### config.mk
export PLATFORM = sky130hd
export DESIGN_NAME = phase_sequencer
export DESIGN_NICKNAME = d
export VERILOG_FILES = /design/src/rtl/phase_sequencer.sv
export SDC_FILE = /design/constraint.sdc
export NUM_CORES = 1
export LEC_CHECK = 0
export ABC_AREA = 1
export CAP_MARGIN = 20
export CORE_MARGIN = 4
export CORE_UTILIZATION = 34
export DETAILED_ROUTE_END_ITERATION = 8
export PLACE_DENSITY_LB_ADDON = 0.25
export SLEW_MARGIN = 40
export SYNTH_ARGS = -nofsm -noshare
export SYNTH_HDL_FRONTEND = slang
export SYNTH_SLANG_ARGS = --single-unit
### constraint.sdc
create_clock -name clk_in -period 2 [get_ports clk_in]
set_input_delay 0.4 -clock clk_in [delete_from_list [all_inputs] [get_ports clk_in]]
set_output_delay 0.4 -clock clk_in [all_outputs]
set_load 0.05 [all_outputs]
### src/rtl/phase_sequencer.sv
// phase_sequencer: programmable machine-cycle phase generator for the GCore datapath.
// Steps a phase index from 0 up to last_phase and emits a registered strobe
// pattern per phase from a writable table. Supports stall, single-step,
// early termination (skip) and a wrapping completed-cycle counter.
module phase_sequencer #(
  parameter int PHASE_W = 3,
  parameter int NSTB    = 6,
  parameter int CNT_W   = 16
) (
  input  logic               clk_in,
  input  logic               rst,
  input  logic               ena,
  input  logic               stall,
  input  logic               step_mode,
  input  logic               step,
  input  logic               skip,
  input  logic [PHASE_W-1:0] last_phase,
  input  logic               cfg_we,
  input  logic [PHASE_W-1:0] cfg_addr,
  input  logic [NSTB-1:0]    cfg_data,
  output logic [NSTB-1:0]    strobe,
  output logic [PHASE_W-1:0] phase,
  output logic               cycle_start,
  output logic               cycle_done,
  output logic [CNT_W-1:0]   cycle_count
);

  localparam int NPHASE = 2 ** PHASE_W;

  // Power-on strobe table: bit0 pc, 1 opram, 2 mem, 3 acc, 4 alu, 5 out.
  function automatic logic [NSTB-1:0] default_entry(input int idx);
    logic [7:0] v;
    case (idx)
      0:       v = 8'h01;
      1:       v = 8'h02;
      2:       v = 8'h0C;
      3:       v = 8'h10;
      4:       v = 8'h0C;
      7:       v = 8'h20;
      default: v = 8'h00;
    endcase
    return NSTB'(v);
  endfunction

  logic [NSTB-1:0]    tbl [NPHASE];
  logic               adv;
  logic               at_last;
  logic [PHASE_W-1:0] phase_next;

  // Advance qualifier and next-phase selection; an index beyond last_phase
  // (last_phase lowered mid-cycle) behaves like skip so the final pattern is kept.
  always_comb begin
    adv        = ena & ~stall & (step_mode ? step : 1'b1);
    at_last    = (phase == last_phase);
    phase_next = phase + PHASE_W'(1);
    if (at_last) begin
      phase_next = '0;
    end else if (skip || (phase > last_phase)) begin
      phase_next = last_phase;
    end
  end

  // Strobe table: reloaded on reset, otherwise writable regardless of ena/stall.
  always_ff @(posedge clk_in) begin
    if (!rst) begin
      for (int i = 0; i < NPHASE; i++) begin
        tbl[i] <= default_entry(i);
      end
    end else if (cfg_we) begin
      tbl[cfg_addr] <= cfg_data;
    end
  end

  // Sequencing state: the strobe reads the pre-edge table, so a same-edge
  // write to the emitted entry only shows on the next visit.
  always_ff @(posedge clk_in) begin
    if (!rst) begin
      phase       <= '0;
      strobe      <= '0;
      cycle_start <= 1'b0;
      cycle_done  <= 1'b0;
      cycle_count <= '0;
    end else begin
      cycle_start <= adv & (phase == '0);
      cycle_done  <= adv & at_last;
      if (adv) begin
        strobe <= tbl[phase];
        phase  <= phase_next;
        if (at_last) begin
          cycle_count <= cycle_count + CNT_W'(1);
        end
      end
    end
  end

endmodule

Yosys cells after proc, flatten, opt, wreduce, memory -nomap -nowiden
Memory sizes are Yosys's and may differ from the RTL's. A register that Yosys moved wholly into a read port is not among the register bits. Index checks and enable logic that the tools add are counted.

Add/subtract/negate cells: 2. Multipliers: 0. Div/mod/pow operators: 0. Magnitude comparators: 1. Equal/unequal tests: 1. Shift-type cells: 0. Mux-type cells: 16. Bitwise logic cells: 5. Reduce and logical (&&, ||, !) cells: 5.

Operator list (count): 2-to-1 mux 6 bit (7); adder 16 x 1 -> 16 bit, second input constant (1); 2-to-1 mux 3 bit (3); 2-to-1 mux 1 bit (6); OR reduction 6 bit (1); AND 1 bit (4); adder 3 x 1 -> 3 bit, second input constant (1); equality test 3 bit (1); greater-than comparator 3 bit (1); zero test 3 bit (1); AND reduction 2 bit (1); zero test 1 bit (1); logical OR 1 bit (1); inverter 1 bit (1).

Register bits after elaboration: 21. Latch bits: 0. RAM bits: 48. Memory bits (read-only): 0. Output and inout port bits: 27. Memories: 1.

Memory list: tbl (depth 8, bits a word 6, read ports 1, clocked after memory_dff 1, wr ports 8, line 45) `logic [NSTB-1:0] tbl [NPHASE];`.

Depth between registers and ports, before layout
Gate-level depths: netlist (run 1).

Depth after elaboration: 5. Gate-level depth with buffers: 12. Mapped depth without buffers: 10.

Worst setup path after synthesis (run 1)
OpenSTA, ideal clock, no wires.

Kind: reg2reg. Start point: register phase[0]. End point: register cycle_count[11]. Library setup time: 0.128 ns. Arrival: 2.127 ns. Data required time: 1.872 ns. Path slack: -0.254 ns. Stages on the path, launching flop included: 12. Cell sequence: dfxtp_1 -> buf_2 -> inv_1 -> buf_2 -> ha_1 -> nand3_1 -> inv_1 -> nand2_4 -> nor2_4 -> nand3_1 -> o21ai_0 -> nor2_1.

Word-level cells in the longest chain between the ends: 2.

Ends and longest elaborated chain: start: declaration (line 22) `output logic [PHASE_W-1:0] phase,`; start signal: assignment (line 88) `phase <= phase_next;`; equality test 3 bit (line 54) `at_last = (phase == last_phase);`; AND reduction 2 bit (no source line); end signal: assignment (line 90) `cycle_count <= cycle_count + CNT_W'(1);`; end: declaration (line 25) `output logic [CNT_W-1:0] cycle_count`.

Every way passes these cells. A chain may end at the register's enable or synchronous reset.

Worst setup path after layout (run 1)
Start point: register strobe[1], read port of tbl. End point: output port strobe[1].

RTL lines: start: declaration (line 21) `output logic [NSTB-1:0] strobe,`.

No word-level cell between the ends.

==> run_results.csv, run 1 <==
group,metric,value,unit
synthesis,syn-cell-area,3640,um2
synthesis,avgSynthCellArea,8.26,um2
pwr,combPwrFrac,0.121,
critical_path,r2r_setup_slack,0.39,ns
synthesis,synth_most_common_cell,"nor2_1",
grt,grt_max_degree,29,
routing,routed_wl,8.97,mm
floorplanning,core_area,10400,um2
synthesis,ys_types,25,
grt,antenna_found_initial,0,
sta,setup_viol_count_final,0,
clock_network,postCtsHoldBufs,0,
floorplanning,initial_core_util,0.351,
clock_network,cts_sinks,75,
floorplanning,die-area,12400,um2
critical_path,cp.required,1.60,ns
synthesis,synthTopCellsByCount,"120 x nor2_1, 66 x nand2_1, 48 x edfxtp_1",
routing,num_vias,3088,
sta,slew_headroom,0.658,
critical_path,cp-start-kind,"register",
placement,dp_hpwl,6.58,mm
synthesis,yosysWarnings,0,
cells_and_area,post-route-util,0.439,
sta,setup_ws,0.0839,ns
clock_network,cts_tree,"done",
routing,drt_iter0_markers,136,
pwr,seq_power_share,0.546,
clock_network,cts_max_path_buffers,2,
critical_path,cp_cell_sequence,"clkdlybuf4s50_1",
critical_path,regToRegEndpoint,"cycle_count[14]$_SDFFE_PN0P_",
routing,firstDrtPassIters,5,
grt,grt_pass1_wl,14.3,mm
min_path,min_to,"strobe[1]$_SDFFE_PN0N_",
pwr,internal_power,2.31,mW
cells_and_area,final_cells,650,
job,cap_violations,0,
pwr,p_leak,1.86,nW
critical_path,worstPathArrival,1.52,ns
floorplanning,die_x,111,um
synthesis,synth_top_cells_by_area,"edfxtp_1 40%, dfxtp_1 15%, nor2_1 12%",
placement,port_buffers,46,
routing,post_drt_wl_per_cell,13.8,um
critical_path,path_max_fanout,2,
placement,place_ws,-0.128,ns
critical_path,cp_slowest_stage_delay,0.82,ns
pwr,finalPower,3.19,mW
sta,worst_slew_pin_slew,0.512,ns
sta,period_share,0.958,
critical_path,criticalPathCategory,"reg2out",
cells_and_area,stdcell_area,4550,um2
clock_network,clk_latency,0.35,ns
critical_path,slowest_stage,"clkdlybuf4s50_1",
cells_and_area,area_growth_syn_to_layout,25.3,%
clock_network,cts-root-buf,"clkbuf_8",
cells_and_area,finalNetCount,535,
synthesis,synth_edf_count,48,
synthesis,ys_seq_area_frac,0.545,
min_path,hold_class,"reg2reg",
pwr,clkPwrFrac,0.333,
sta,whs,0.480,ns
outcome,status,"finished clean",
synthesis,yosysTopAreaCell,"edfxtp_1",
cells_and_area,antenna_cells,0,
critical_path,r2r-start,"phase[1]$_SDFFE_PN0N_",
min_path,whs_path_depth,2,
sta,rsz0062_at_grt,"no",
routing,final_antenna_net_count,0,
min_path,hold_start,"strobe[1]$_SDFFE_PN0N_",
synthesis,ys_ff_latch,75,
cells_and_area,drive_gt1_frac,0.125,
grt,grtUsageTotal,0.146,
sta,post-route-min-period,1.92,ns
pwr,peakVddDrop,0.243,mV
sta,finClkSkew,0.0151,ns
routing,route.detailed.drc,0,
synthesis,synthCells,440,
critical_path,critPathTopFamily,"buffers and inverters",
placement,place.gp.congestion,0.848,
sta,finalMaxSlewViolations,0,
routing,detail_route.vias_per_cell,4.75,
placement,placed_cell_area,4370,um2
pwr,powerDensity,700,nW/um2
synthesis,async_flop_share,0,
sta,tns,0,ns
placement,placed_cells,634,
sta,finalHoldViolations,0,
synthesis,synth_top_area_share,0.396,
synthesis,synth_nets,466,
floorplanning,io-pin-count,47,
clock_network,postCtsSetupRepairBufs,0,
critical_path,crit_buf_inv,1,
floorplanning,row_count,37,
critical_path,cp-end-kind,"output pin",
sta,fmax,522,MHz
pwr,switchingPower,0.878,mW
grt,grt_overflow,0,
clock_network,cts_buffers,9,
clock_network,clk_pin_slew,0.09,ns
critical_path,worstRegToRegCells,9,
synthesis,synth_ff_type,"edfxtp_1",
clock_network,htreeDepth,3,
pwr,swShare,0.275,
grt,grt_pass1_vias,2887,
floorplanning,dieHeight,111,um
## power groups by stage
stage | logic [mW] | registers [mW] | clock network [mW]
finish | 0.386 | 1.74 | 1.06
global route | 0.426 | 1.75 | 1.16
CTS | 0.389 | 1.74 | 1.08
detailed placement | 0.387 | 1.78 | 0
global placement | 0.384 | 1.78 | 0
floorplan | 0.188 | 1.81 | 0
## worst reg2reg max path, stage by stage (launching register included)
cell	delay, ns
dfxtp_1	0.38
ha_1	0.32
nand3_1	0.16
inv_1	0.16
nand2_4	0.10
nor2_4	0.15
nand3_2	0.08
nand2_1	0.07
inv_1	0.03
nor2_1	0.09
## how the worst max path moves through the flow
stage | from | to | slack (ns) | depth (start not counted)
after floorplan | phase[0]$_SDFFE_PN0N_ | cycle_count[11]$_SDFFE_PN0P_ | 0.02 | 11
after global placement | last_phase[1] | cycle_count[14]$_SDFFE_PN0P_ | -0.10 | 10
after detailed placement | last_phase[1] | cycle_count[14]$_SDFFE_PN0P_ | -0.13 | 10
after CTS | cycle_count[1]$_SDFFE_PN0P_ | cycle_count[1] | 0.004 | 1
after global routing | strobe[2]$_SDFFE_PN0N_ | strobe[2] | 0.02 | 1
final | strobe[1]$_SDFFE_PN0N_ | strobe[1] | 0.08 | 1
## repair_timing
item / in CTS / in global routing
endpoints found under the setup margin: 3 / 4
gates resized for setup: 3 / 4
cloned: 0 / 0
## registers in the layout, indices dropped and copies added (netlist names)
signal	cells
cycle_count	16
strobe	6
cycle_done	1
phase	3
cycle_start	1
tbl	48
## layer usage
| metal | up-vias | global-route usage | share of wire |
|---|---|---|---|
| met5 | - | 0 | 0 |
| met4 | 0 | 0.0511 | 0.016 |
| met3 | 13 | 0.0375 | 0.062 |
| met2 | 87 | 0.232 | 0.46 |
| met1 | 1417 | 0.194 | 0.46 |
| li1 | 1571 | - | - |
## layout make-up
cell class                 instances  area (um2)
clock inverter                     7        51.3
timing repair buffer              70         634
inverter                          49         184
fill                            1033        5820
tap                              136         170
multi-input combinational        304        1410
sequential                        75        1990
clock buffer                       9         124
## placed cells by master, fill, tap and decap left out, types with 3 or more instances in the layout
cell	count
a21oi_1	19
nor3_1	5
dlygate4sd2_1	3
nor2_1	120
dfxtp_1	26
o21ai_0	31
nand2_1	66
clkbuf_8	9
nand3_1	37
buf_4	33
dlymetal6s2s_1	4
inv_1	47
nand4_1	6
clkdlybuf4s50_1	29
edfxtp_1	48
nor2_4	3
ha_1	6
## logic make-up after synthesis
logic type | count (synthesis) | share of synthesized area
compound gates | 51 | 0.0733
fa+ha+maj | 6 | 0.0206
xor+xnor | 2 | 0.00482
flops | 75 | 0.545
buf+inv | 61 | 0.0685
simple gates | 245 | 0.288
Note: power is estimated with default switching activity, not from simulation.
==> run 2, diff against run 1 <==
GPL_TIMING_DRIVEN = 0   (was unset)
==> run 2 against run 1 <==
- global-route usage rose by 0.32 points
- clock power rose by 23%
- setup slack got worse by 0.024 ns
- total power up 7.1%
- count of clock-buffer cells in the layout unchanged
- final area decreased by 0.55%
- combinational power fell by 4%
- routed wire length is 0.42% higher
- via count shrank 0.13%
- worst hold slack worse by 0.0052 ns
==> run_results.csv, run 2 (synthesis results as in run 1) <==
group,metric,value,unit
clock_network,cts_tree,"done",
sta,tns,0,ns
cells_and_area,area_growth_syn_to_layout,24.6,%
critical_path,cp_cell_sequence,"clkdlybuf4s50_1",
grt,use_met2,0.241,
critical_path,critPathTopFamily,"buffers and inverters",
floorplanning,die-area,12400,um2
placement,place.gp.congestion,0.851,
critical_path,crit_buf_inv,1,
floorplanning,core_area,10400,um2
grt,grtUsageMet3,0.0326,
critical_path,cp-start-kind,"register",
routing,final_antenna_net_count,0,
critical_path,cp.required,1.60,ns
routing,route.detailed.drc,0,
pwr,finalPower,3.42,mW
grt,grt_overflow,0,
grt,met1_usage,0.198,
job,cap_violations,0,
critical_path,path_max_fanout,3,
routing,firstDrtPassIters,4,
critical_path,worstPathArrival,1.54,ns
sta,finClkSkew,0.0123,ns
grt,grtUsageTotal,0.149,
cells_and_area,finalNetCount,525,
cells_and_area,post-route-util,0.437,
pwr,peakVddDrop,0.419,mV
floorplanning,dieHeight,111,um
sta,fmax,515,MHz
sta,finalHoldViolations,0,
routing,post_drt_wl_per_cell,14.1,um
clock_network,cts_sinks,75,
floorplanning,io-pin-count,47,
grt,grt_max_degree,14,
routing,routed_wl,9.01,mm
pwr,powerDensity,754,nW/um2
cells_and_area,reg.largest.list,"tbl: 48 flops, cycle_count: 16 flops, strobe: 6 flops",
cells_and_area,nFillCells,1028,
floorplanning,initial_core_util,0.351,
cells_and_area,final_cell_mix,"119 x nor2_1, 63 x nand2_1, 48 x edfxtp_1",
sta,period_share,0.970,
clock_network,postCtsHoldBufs,0,
placement,place_ws,-0.269,ns
sta,worst_slew_pin_slew,0.523,ns
min_path,hold_start,"strobe[4]$_SDFFE_PN0N_",
cells_and_area,largest_reg_flops,48,
cells_and_area,drive_gt1_frac,0.0974,
pwr,p_leak,1.83,nW
critical_path,criticalPathCategory,"reg2out",
critical_path,r2r-start,"phase[0]$_SDFFE_PN0N_",
grt,gr-max-usage-layer,"met2",
critical_path,cp_slowest_stage_delay,0.82,ns
clock_network,htreeDepth,3,
critical_path,crit_start,"cycle_count[14]$_SDFFE_PN0P_",
grt,grt_pass1_wl,14.6,mm
clock_network,cts_buffers,9,
cells_and_area,regMostFlops,"tbl",
grt,grt_pass1_vias,2978,
sta,setup_viol_count_final,0,
cells_and_area,antenna_cells,0,
placement,port_buffers,46,
min_path,hold_class,"reg2reg",
sta,rsz0062_at_grt,"yes",
clock_network,clk_latency,0.36,ns
grt,antenna_found_initial,0,
outcome,status,"finished clean",
routing,detail_route.vias_per_cell,4.83,
clock_network,cts_max_path_buffers,2,
clock_network,cts-root-buf,"clkbuf_8",
cells_and_area,layout_commonest_cell,"nor2_1",
critical_path,slowest_stage,"clkdlybuf4s50_1",
critical_path,cp-end-kind,"output pin",
sta,setup_ws,0.0596,ns
sta,finalMaxSlewViolations,0,
floorplanning,row_count,37,
clock_network,clk_pin_slew,0.07,ns
placement,dp_hpwl,6.55,mm
sta,post-route-min-period,1.94,ns
floorplanning,die_x,111,um
routing,drt_iter0_markers,231,
routing,num_vias,3084,
sta,slew_headroom,0.650,
==> run 2: cell types whose count changed in the layout (fill, tap and decap cells not counted), moves of 2 or more <==
cell	previous run	this run
nand2_2	2	5
dlygate4sd2_1	3	10
buf_4	33	6
bufinv_16	0	2
o21ai_0	31	29
inv_2	1	3
clkinv_2	2	0
nand2_1	66	63
buf_2	0	4
clkbuf_1	0	2
inv_1	47	45
clkdlybuf4s50_1	29	32
==> run 2: where the power goes <==
| part | total [mW] | switching (mW) | leakage [nW] | internal, mW |
|---|---|---|---|---|
| Clock | 1.30 | 0.602 | 0.102 | 0.699 |
| Sequential | 1.74 | 0.0279 | 0.683 | 1.72 |
| Combinational | 0.370 | 0.242 | 1.05 | 0.128 |
==> run 2: per-layer routing <==
layer | vias up | share of wire
met4 | 0 | 0.019
met1 | 1441 | 0.46
met5 | - | 0
met2 | 77 | 0.46
li1 | 1553 | -
met3 | 13 | 0.053
==> run 2: stage by stage <==
stage                     std cells  hold WS (ns)  area, um2
after floorplan                 440         0.580       3640
after global placement          622         0.458       4270
after detailed placement        622         0.465       4270
after CTS                       639         0.477       4500
after global routing            639         0.499       4530
final                           639         0.475       4530
==> run 2: path summary, 6_finish.rpt <==
kind	endpoint	slack (ns)	depth (start not counted)
setup / recovery	cycle_count[14]	0.06	1
hold / removal	strobe[4]$_SDFFE_PN0N_	0.47	2
setup reg to reg	cycle_count[4]$_SDFFE_PN0P_	0.14	10
hold reg to reg	strobe[4]$_SDFFE_PN0N_	0.47	2
==> run 2: layout make-up <==
type / instances / area [um2] / area share
Clock buffer: 9 / 124 / 0.0273
Inverter: 49 / 184 / 0.0406
Timing Repair Buffer: 48 / 473 / 0.104
Multi-Input combinational cell: 304 / 1430 / 0.315
Clock inverter: 6 / 90.1 / 0.0199
Tap cell: 136 / 170 / 0.0376
Sequential cell: 75 / 1990 / 0.438
Buffer: 12 / 73.8 / 0.0163
==> run 2: timing repair <==
action / CTS / global route
setup endpoints to repair: 23 / 25
resized for setup: 14 / 15
buffers inserted: 2 / 0
gates cloned: 0 / 0
pin swaps: 1 / 1
==> run 3, diff against run 2 <==
CTS_CLUSTER_SIZE = 40   (was unset)
GPL_ROUTABILITY_DRIVEN = 0   (was unset)
==> results of run 3 <==
No change in the layout: final DEF, timing and power equal those of run 2.
